<file path="src/rtl/decoder_proj_pkg.sv">
// decoder_proj_pkg: Hamming(7,4) layout shared by the encoder and decoder ends of the link
package decoder_proj_pkg;
  localparam int CW_W = 7;
  localparam int DATA_W = 4;
  localparam int INJ_W = 3;
  localparam int P1_POS = 0;
  localparam int P2_POS = 1;
  localparam int P3_POS = 3;
  function automatic logic [CW_W-1:0] hamming74_enc(input logic [DATA_W-1:0] d);
    logic [CW_W-1:0] c;
    c = '0;
    c[2] = d[0];
    c[4] = d[1];
    c[5] = d[2];
    c[6] = d[3];
    c[P1_POS] = d[0] ^ d[1] ^ d[3];
    c[P2_POS] = d[0] ^ d[2] ^ d[3];
    c[P3_POS] = d[1] ^ d[2] ^ d[3];
    return c;
  endfunction
  // position 0 means a clean word; 1..7 selects the Hamming position to flip
  function automatic logic [CW_W-1:0] inj_mask(input logic [INJ_W-1:0] pos);
    return (pos == '0) ? '0 : CW_W'(1) << (pos - 3'd1);
  endfunction
endpackage

</file>
<file path="src/rtl/decoder_proj_encoder_if.sv">
// decoder_proj_encoder_if: nibble input stream and codeword output stream of the encoder
interface decoder_proj_encoder_if;
  import decoder_proj_pkg::*;
  logic in_valid;
  logic in_ready;
  logic [DATA_W-1:0] in_data;
  logic [INJ_W-1:0] in_inj_pos;
  logic cw_valid;
  logic cw_ready;
  logic [CW_W-1:0] cw_data;
  modport master(output in_valid, in_data, in_inj_pos, cw_ready, input in_ready, cw_valid, cw_data);
  modport slave(input in_valid, in_data, in_inj_pos, cw_ready, output in_ready, cw_valid, cw_data);
endinterface

</file>
<file path="src/rtl/decoder_proj_fifo.sv">
// decoder_proj_fifo: WIDTH x DEPTH synchronous FIFO with extra-MSB pointers for full/empty
module decoder_proj_fifo #(
  parameter int WIDTH = 7,
  parameter int DEPTH = 4
) (
  input  logic clk,
  input  logic rst,
  input  logic push,
  input  logic pop,
  input  logic [WIDTH-1:0] wdata,
  output logic [WIDTH-1:0] rdata,
  output logic full,
  output logic empty
);
  localparam int AW = $clog2(DEPTH);
  logic [AW:0] wr_ptr_q, wr_ptr_d, rd_ptr_q, rd_ptr_d;
  logic [WIDTH-1:0] mem_q [DEPTH];
  logic [WIDTH-1:0] mem_d [DEPTH];
  logic wr;
  always_comb begin
    full = (wr_ptr_q[AW] != rd_ptr_q[AW]) && (wr_ptr_q[AW-1:0] == rd_ptr_q[AW-1:0]);
    empty = wr_ptr_q == rd_ptr_q;
    wr = push && !full;
    mem_d = mem_q;
    if (wr) mem_d[wr_ptr_q[AW-1:0]] = wdata;
    wr_ptr_d = wr_ptr_q + {{AW{1'b0}}, wr};
    rd_ptr_d = rd_ptr_q + {{AW{1'b0}}, pop && !empty};
    rdata = mem_q[rd_ptr_q[AW-1:0]];
  end
  always_ff @(posedge clk or posedge rst) begin
    if (rst) begin
      wr_ptr_q <= '0;
      rd_ptr_q <= '0;
      mem_q <= '{default: '0};
    end else begin
      wr_ptr_q <= wr_ptr_d;
      rd_ptr_q <= rd_ptr_d;
      mem_q <= mem_d;
    end
  end
endmodule

</file>
<file path="src/rtl/decoder_proj_encoder.sv">
// decoder_proj_encoder: buffers nibbles, Hamming(7,4)-encodes with optional bit injection, registered output
module decoder_proj_encoder
  import decoder_proj_pkg::*;
#(
  parameter int FIFO_DEPTH = 4,
  parameter int CNT_W = 16
) (
  input  logic wb_clk_i,
  input  logic wb_rst_i,
  decoder_proj_encoder_if.slave bus,
  input  logic ctr_clr,
  output logic [CNT_W-1:0] cw_count,
  output logic [7:0] inj_count
);
  localparam int ENT_W = INJ_W + DATA_W;
  logic [ENT_W-1:0] head;
  logic full, empty, load, beat;
  logic cw_valid_q, cw_valid_d, inj_q, inj_d;
  logic [CW_W-1:0] cw_data_q, cw_data_d;
  logic [CNT_W-1:0] cw_count_q, cw_count_d;
  logic [7:0] inj_count_q, inj_count_d;
  decoder_proj_fifo #(.WIDTH(ENT_W), .DEPTH(FIFO_DEPTH)) u_fifo (
    .clk(wb_clk_i),
    .rst(wb_rst_i),
    .push(bus.in_valid),
    .pop(load),
    .wdata({bus.in_inj_pos, bus.in_data}),
    .rdata(head),
    .full(full),
    .empty(empty)
  );
  // inj_q tracks whether the word in the output register was corrupted, for inj_count
  always_comb begin
    load = !empty && (!cw_valid_q || bus.cw_ready);
    beat = cw_valid_q && bus.cw_ready;
    cw_valid_d = load || (cw_valid_q && !bus.cw_ready);
    cw_data_d = load ? hamming74_enc(head[DATA_W-1:0]) ^ inj_mask(head[ENT_W-1:DATA_W]) : cw_data_q;
    inj_d = load ? (head[ENT_W-1:DATA_W] != '0) : inj_q;
    cw_count_d = ctr_clr ? '0 : cw_count_q + CNT_W'(beat);
    inj_count_d = ctr_clr ? '0 : inj_count_q + 8'(beat && inj_q && inj_count_q != 8'hFF);
  end
  always_ff @(posedge wb_clk_i or posedge wb_rst_i) begin
    if (wb_rst_i) begin
      cw_valid_q <= 1'b0;
      cw_data_q <= '0;
      inj_q <= 1'b0;
      cw_count_q <= '0;
      inj_count_q <= '0;
    end else begin
      cw_valid_q <= cw_valid_d;
      cw_data_q <= cw_data_d;
      inj_q <= inj_d;
      cw_count_q <= cw_count_d;
      inj_count_q <= inj_count_d;
    end
  end
  assign bus.in_ready = !full;
  assign bus.cw_valid = cw_valid_q;
  assign bus.cw_data = cw_data_q;
  assign cw_count = cw_count_q;
  assign inj_count = inj_count_q;
endmodule

</file>
<file path="src/flat_wrapper.sv">
// flat-port wrapper written by rule: the top's interface ports become plain ports
module decoder_proj_encoder_flat import decoder_proj_pkg::*;
#(
  parameter int FIFO_DEPTH = 4,
  parameter int CNT_W = 16
)
  (wb_clk_i, wb_rst_i, ctr_clr, cw_count, inj_count, bus_in_valid, bus_in_data, bus_in_inj_pos, bus_cw_ready, bus_in_ready, bus_cw_valid, bus_cw_data);
  decoder_proj_encoder_if bus_i ();
  input  logic wb_clk_i;
  input  logic wb_rst_i;
  input  logic ctr_clr;
  output logic [CNT_W-1:0] cw_count;
  output logic [7:0] inj_count;
  input wire logic [$bits(bus_i.in_valid)-1:0] bus_in_valid;
  input wire logic [$bits(bus_i.in_data)-1:0] bus_in_data;
  input wire logic [$bits(bus_i.in_inj_pos)-1:0] bus_in_inj_pos;
  input wire logic [$bits(bus_i.cw_ready)-1:0] bus_cw_ready;
  output wire logic [$bits(bus_i.in_ready)-1:0] bus_in_ready;
  output wire logic [$bits(bus_i.cw_valid)-1:0] bus_cw_valid;
  output wire logic [$bits(bus_i.cw_data)-1:0] bus_cw_data;
  assign bus_i.in_valid = bus_in_valid;
  assign bus_i.in_data = bus_in_data;
  assign bus_i.in_inj_pos = bus_in_inj_pos;
  assign bus_i.cw_ready = bus_cw_ready;
  assign bus_in_ready = bus_i.in_ready;
  assign bus_cw_valid = bus_i.cw_valid;
  assign bus_cw_data = bus_i.cw_data;
  decoder_proj_encoder #(.FIFO_DEPTH(FIFO_DEPTH), .CNT_W(CNT_W)) u_core (.wb_clk_i(wb_clk_i), .wb_rst_i(wb_rst_i), .bus(bus_i), .ctr_clr(ctr_clr), .cw_count(cw_count), .inj_count(inj_count));
endmodule
</file>
<file path="config.mk">
export PLATFORM = sky130hd
export DESIGN_NAME = decoder_proj_encoder_flat
export DESIGN_NICKNAME = d
export VERILOG_FILES = /design/src/rtl/decoder_proj_pkg.sv /design/src/rtl/decoder_proj_encoder_if.sv /design/src/rtl/decoder_proj_fifo.sv /design/src/rtl/decoder_proj_encoder.sv /design/src/flat_wrapper.sv
export SDC_FILE = /design/constraint.sdc
export NUM_CORES = 1
export LEC_CHECK = 0
export ABC_AREA = 1
export CORE_MARGIN = 2
export CORE_UTILIZATION = 50
export CTS_BUF_LIST = sky130_fd_sc_hd__clkbuf_8
export DETAILED_ROUTE_END_ITERATION = 12
export PLACE_DENSITY_LB_ADDON = 0.25
export SYNTH_ARGS = -nofsm -noshare
export SYNTH_HDL_FRONTEND = slang
export SYNTH_SLANG_ARGS = --single-unit
</file>
<file path="constraint.sdc">
create_clock -name wb_clk_i -period 2.3 [get_ports wb_clk_i]
set_clock_uncertainty 0.2 [all_clocks]
set_input_delay 0.46 -clock wb_clk_i [delete_from_list [all_inputs] [get_ports wb_clk_i]]
set_output_delay 0.46 -clock wb_clk_i [all_outputs]
set_load 0.05 [all_outputs]
</file>
Word-level counts from Yosys, hierarchy flattened
Cells that the tools add are included.

Flip-flop bits (word level): 67. Logic and storage cells: 59. Output and inout bits: 33.

$add $sub $neg: 5. Bitwise operators: 9. Shift operators: 1. Equality and inequality tests: 4. Reductions and logical operators: 17. $lt $le $gt $ge: 3. Multiplexer cells: 9.

Operators with widths (count): bitwise mux 28 bit (1); 2-to-1 mux 7 bit (4); adder 16 x 1 -> 16 bit (1); 2-to-1 mux 16 bit (1); binary-select mux 7 bit (select 2 bit) (1); demux 7 bit (select 2 bit) (1); logical AND 1 bit (9); adder 8 x 1 -> 8 bit (1); 2-to-1 mux 8 bit (1); inequality test 8 bit, second input constant (1); left shift 1 x 3 -> 7 bit, first input constant (1); bitwise XOR 7 bit (1); adder 3 x 1 -> 3 bit (2); >= comparator 3 bit, second input constant (2); inverter 2 -> 3 bit (2); bitwise XOR 1 bit (6); logical NOT 1 bit (4); == test 3 bit (1); logical NOT 3 bit (1); less-than comparator 3 x 1 -> 1 bit, second input constant (1); nonzero test 3 bit (1); subtractor 3 x 1 -> 3 bit, second input constant (1); == test 2 bit (1); logical OR 1 bit (2); inequality test 1 bit (1).

Depth between registers and ports, before layout
Depth after elaboration: 8. Gate-level depth with buffers: 14. Depth with buffers taken out: 13.

By module
A second synthesis with hierarchy kept.

Cell total of the unflattened synthesis: 441. Area, all modules: 3542.1 µm².

Modules (own cells, without submodules): decoder_proj_encoder (times used 1, sequential area each 825.8 µm², area each 1830.5 µm², cells each 241); decoder_proj_fifo (times used 1, sequential area each 850.8 µm², area each 1711.6 µm², cells each 200).

Least setup slack after synthesis
No wires, ideal clock.

Path type: reg-to-reg. Start point: register u_core.cw_valid_q, in the netlist u_core.bus.cw_valid. End point: register u_core.cw_count_q[14], in the netlist u_core.cw_count[14]. Period minus slack after synthesis: 2455 ps. Setup slack: -155 ps. Data arrival time: 2134 ps. Stages on the path, launching flop included: 12. Path buffers: 0. Cells stage by stage: dfrtp_1 nand2_1 inv_1 ha_1 ha_1 nand2_1 inv_1 nand2_1 nor4_1 nand3_1 o21ai_0 nor2_1.

Word-level cells in the longest chain between the ends: 3.

Ends and longest elaborated chain: start, declared (line decoder_proj_encoder.sv:18) `logic cw_valid_q, cw_valid_d, inj_q, inj_d;`; start signal, assigned (line decoder_proj_encoder.sv:50) `cw_valid_q <= cw_valid_d;`; logical AND 1 bit (line decoder_proj_encoder.sv:35) `beat = cw_valid_q && bus.cw_ready;`; adder 16 x 1 -> 16 bit (line decoder_proj_encoder.sv:39) `cw_count_d = ctr_clr ? '0 : cw_count_q + CNT_W'(beat);`; 2-to-1 mux 16 bit (line decoder_proj_encoder.sv:39); named net u_core.cw_count_d[14] (line decoder_proj_encoder.sv:20) `logic [CNT_W-1:0] cw_count_q, cw_count_d;`; end signal, assigned (line decoder_proj_encoder.sv:53) `cw_count_q <= cw_count_d;`; end, declared (line decoder_proj_encoder.sv:20).

The timed path passes the listed nets, and every way through them passes these cells. A chain may end at the register's enable or synchronous reset.

Worst setup path in the final report
Start point: register u_core.cw_count_q[10], in the netlist u_core.cw_count[10]. End point: output cw_count[10].

RTL lines: end, declared (line flat_wrapper.sv:12) `output logic [CNT_W-1:0] cw_count;`.

No word-level cell between the ends.

==> summary by stage <==
Worst setup path
The cell family contributing the most delay on the critical path is buffers and inverters. The combined buffer and inverter count along the critical path is 1. For this run, the slowest stage of the critical path takes 0.83 ns. The critical path is of the reg -> out type. The library cell contributing the largest single delay on the critical path is sky130_fd_sc_hd__clkdlybuf4s50_1. The endpoint arrival time on the critical path is 1.58 ns. The worst setup path is captured at an output port.

Along the worst path, the maximum fanout reaches 5. The worst setup path is launched from a flip-flop. The signal on the critical path passes through clkdlybuf4s50_1. The required arrival time at the worst endpoint is 1.64 ns.

Synthesis
The count of unique library cells instantiated by Yosys is 28. For this run, the number of Yosys warnings is 0. The synthesis-stage register bit count is 67. In the post-synthesis netlist, the biggest area contributors are sky130_fd_sc_hd__dfrtp_1 (49%), sky130_fd_sc_hd__nand2_1 (20%), sky130_fd_sc_hd__nand3_1 (6.1%). The cell count after synthesis is 440. The cell type with the highest aggregate area in the netlist is sky130_fd_sc_hd__dfrtp_1. The post-synthesis net count is 461. The post-synthesis instance area is 3420 um2. Of the synthesized area, sequential elements account for 49.0%. The post-synthesis average cell area is 7.78 um2. In this run the biggest area consumer among cell types represents 49.0% of the synthesized area.

Clocking
The clock tree from TritonCTS is yes. The H-tree was split into 3 levels. The maximum buffer depth of the clock tree is 2. The clock input transition at the sequential cells of the worst setup and hold paths is 0.08 ns. Counting the buffers created by CTS gives 9. The root buffer cell chosen for the clock tree is sky130_fd_sc_hd__clkbuf_8.

Hold repair after CTS inserted 0 buffers. The source-to-sink clock delay at the later pin of the worst-skew pair is 0.34 ns. The number of clock sinks is 67.

STA
Setup violations remaining at the end of the flow were counted as 0. The final hold violation count is 0. The final number of max-transition violations was 0. Setup repair after global routing left no endpoint under its margin. Timing would allow up to 446 MHz. The ratio of final minimum period to clock period is 97.5%. At the pin with the least slew margin, the transition time is 0.517 ns. The minimum hold slack is 0.280 ns.

The headroom to the max-slew limit is 65.5%. The clock period could shrink to 2.24 ns. The setup TNS is 0 ns.

Routing
The number of violations reported at the end of detailed-routing iteration 0 is 164. The routed length per placed instance is 12.3 um. Before antenna repair, the detailed router went through 4 iterations. Using the TritonRoute via totals, the vias-per-cell ratio works out to 5.07. The sum of routed wire length over all layers is 7380 um. The number of vias after detailed routing is 3,034. The residual DRC count is 0. The antenna violation net count after detailed routing is 0.

Final layout
The number of fillers in the final layout is 554. After routing the design area is 4440 um2. In the final layout, flip-flops and latches occupy 1680 um2. From synthesis to final layout, the design area changed by 29.6%.

The number of nets in the layout is 535. Of the cells placed in the final design, the portion with a size suffix greater than 1 is 12.7%. Leaving out filler cells and counting taps, the final layout contains 599.

The repair_antennas step left the layout with diodes totalling 0. The multi-input combinational cell area is 1590 um2.

Placement
After detailed placement, the design holds a cell count of 583. The placed instances occupy a cell area of 4140 um2. The final weighted congestion of routability-driven global placement is 0.851. The detailed placement HPWL is 5420 um. Buffers placed on the I/O ports in this run total 44.

Global route
The total grt overflow is 0. The number of antenna violations at the first check in global routing is 0. The first global-routing pass estimated 13,200 um of wire. The via count of the first global-routing pass was 2,924. Entering global routing, the biggest net connects 29 pins. The aggregate global-route resource usage is 21.8%.

Min path
The classification of the worst-slack hold path is in -> async.

Pwr
Dividing total power by cell area gives a power density of 1390 nW/um2. The peak ir drop on the vdd network is 689 uV. The leakage component of the power is 2.32 nW.

Floorplan
The initial utilization of the core area, before any placement, comes to 50.9%. The number of standard-cell rows in the floorplan is 30. The area of the core is 6720 um2. The full die area is 7520 um2. The top-level port count is 45.

The height of the die is 86.7 um. The x dimension of the die is 86.7 um.

Flow run
Max-cap violations in this run came to 0.

Outcome
The flow ran to the end, and the final reports show no timing, DRC or antenna violations.
==> repair_timing <==
action / in CTS / in global routing
pin swaps: 0 / 2
gates resized for setup: 2 / 18
endpoints found under the setup margin: 3 / 16
setup buffers: 0 / 0
==> Yosys cell counts <==
library cell               count
sky130_fd_sc_hd__nand2_1     180
sky130_fd_sc_hd__dfrtp_1      67
sky130_fd_sc_hd__inv_1        42
sky130_fd_sc_hd__nand3_1      42
sky130_fd_sc_hd__nor2_1       26
sky130_fd_sc_hd__o21ai_0      16
sky130_fd_sc_hd__xor2_1       11
sky130_fd_sc_hd__nor3_1       10
sky130_fd_sc_hd__ha_1          9
sky130_fd_sc_hd__a21oi_1       6
sky130_fd_sc_hd__inv_2         5
sky130_fd_sc_hd__nand4_1       5
sky130_fd_sc_hd__nor3_4        4
sky130_fd_sc_hd__buf_2         2
sky130_fd_sc_hd__o31ai_1       2
sky130_fd_sc_hd__a31oi_1       1
sky130_fd_sc_hd__buf_4         1
sky130_fd_sc_hd__buf_6         1
sky130_fd_sc_hd__clkbuf_1      1
sky130_fd_sc_hd__clkinv_1      1
sky130_fd_sc_hd__nand2_2       1
sky130_fd_sc_hd__nand2_4       1
sky130_fd_sc_hd__nand3b_1      1
sky130_fd_sc_hd__nor3b_1       1
sky130_fd_sc_hd__nor4_1        1
sky130_fd_sc_hd__o211ai_1      1
sky130_fd_sc_hd__o21ai_2       1
sky130_fd_sc_hd__xnor2_1       1
==> path summary, 6_finish.rpt <==
path / from / endpoint / slack, ns / depth (start not counted)
setup / recovery: u_core.cw_count[10]$_DFF_PP0_ / cw_count[10] / 0.06 / 1
hold / removal: wb_rst_i / u_core.cw_count[11]$_DFF_PP0_ / 0.28 / 2
setup reg to reg: u_core.u_fifo.rd_ptr_q[0]$_DFF_PP0_ / u_core.bus.cw_data[1]$_DFFE_PP0P_ / 0.22 / 13
hold reg to reg: u_core.u_fifo.mem_q[27]$_DFFE_PP0P_ / u_core.u_fifo.mem_q[27]$_DFFE_PP0P_ / 0.28 / 2
max in group asynchronous: wb_rst_i / u_core.bus.cw_valid$_DFF_PP0_ / 1.14 / 3
min in group wb_clk_i: u_core.u_fifo.mem_q[27]$_DFFE_PP0P_ / u_core.u_fifo.mem_q[27]$_DFFE_PP0P_ / 0.28 / 2
==> final cells by class <==
class,count,share of cell area (%)
Multi-Input combinational cell,320,35.8
Clock inverter,6,2.00
Clock buffer,10,3.10
Sequential cell,67,37.9
Inverter,48,4.15
Timing Repair Buffer,68,14.8
Tap cell,80,2.26
==> where the power goes <==
group          switching (W)  internal, W
Clock               0.000471     0.000640
Sequential          0.000276      0.00158
Combinational        0.00204      0.00115
==> layout by cell type (no fill, tap or decap), types with 7 or more instances in the layout <==
cell type	Yosys	routed
sky130_fd_sc_hd__nand2_1	180	180
sky130_fd_sc_hd__dfrtp_1	67	64
sky130_fd_sc_hd__nand3_1	42	41
sky130_fd_sc_hd__inv_1	42	40
sky130_fd_sc_hd__clkdlybuf4s50_1	0	37
sky130_fd_sc_hd__nor2_1	26	25
sky130_fd_sc_hd__buf_4	1	22
sky130_fd_sc_hd__o21ai_0	16	14
sky130_fd_sc_hd__xor2_1	11	11
sky130_fd_sc_hd__clkbuf_8	0	10
sky130_fd_sc_hd__nor3_1	10	8
sky130_fd_sc_hd__ha_1	9	7
==> through the flow <==
stage                     setup WS (ns)  utilization [%]  power, W
after floorplan                -0.00884                -   0.00409
after global placement           -0.289             61.6   0.00484
after detailed placement         -0.381             61.6   0.00493
after CTS                       0.00795             65.1   0.00607
after global routing            0.00559             66.0   0.00669
final                            0.0575             66.0   0.00616
==> flip-flops by register name (all words and copies together) (netlist names) <==
name	count
u_core.bus.cw_data	7
u_core.cw_count	16
u_core.inj_q	1
u_core.u_fifo.wr_ptr_q	3
u_core.u_fifo.mem_q	28
u_core.u_fifo.rd_ptr_q	3
u_core.inj_count	8
u_core.bus.cw_valid	1
==> metal layers <==
layer / GRT usage (%) / share of wire [%]
met1: 30.1 / 48
met2: 34.8 / 46
met3: 3.71 / 4.4
met4: 7.67 / 0.91
met5: 0 / 0
==> logic make-up (layout without fill, tap and decap cells) <==
group                    after synthesis  after routing  share of synthesized area [%]
AND/OR/NAND/NOR                      272            272                           34.1
buffers and inverters                 53            132                           6.21
adder cells (fa/ha/maj)                9              9                           3.29
AO/OA/AOI/OAI                         27             27                           4.31
XOR/XNOR                              12             12                           3.07
flip-flops                            67             67                           49.0
(Power assumes the default switching activity.)
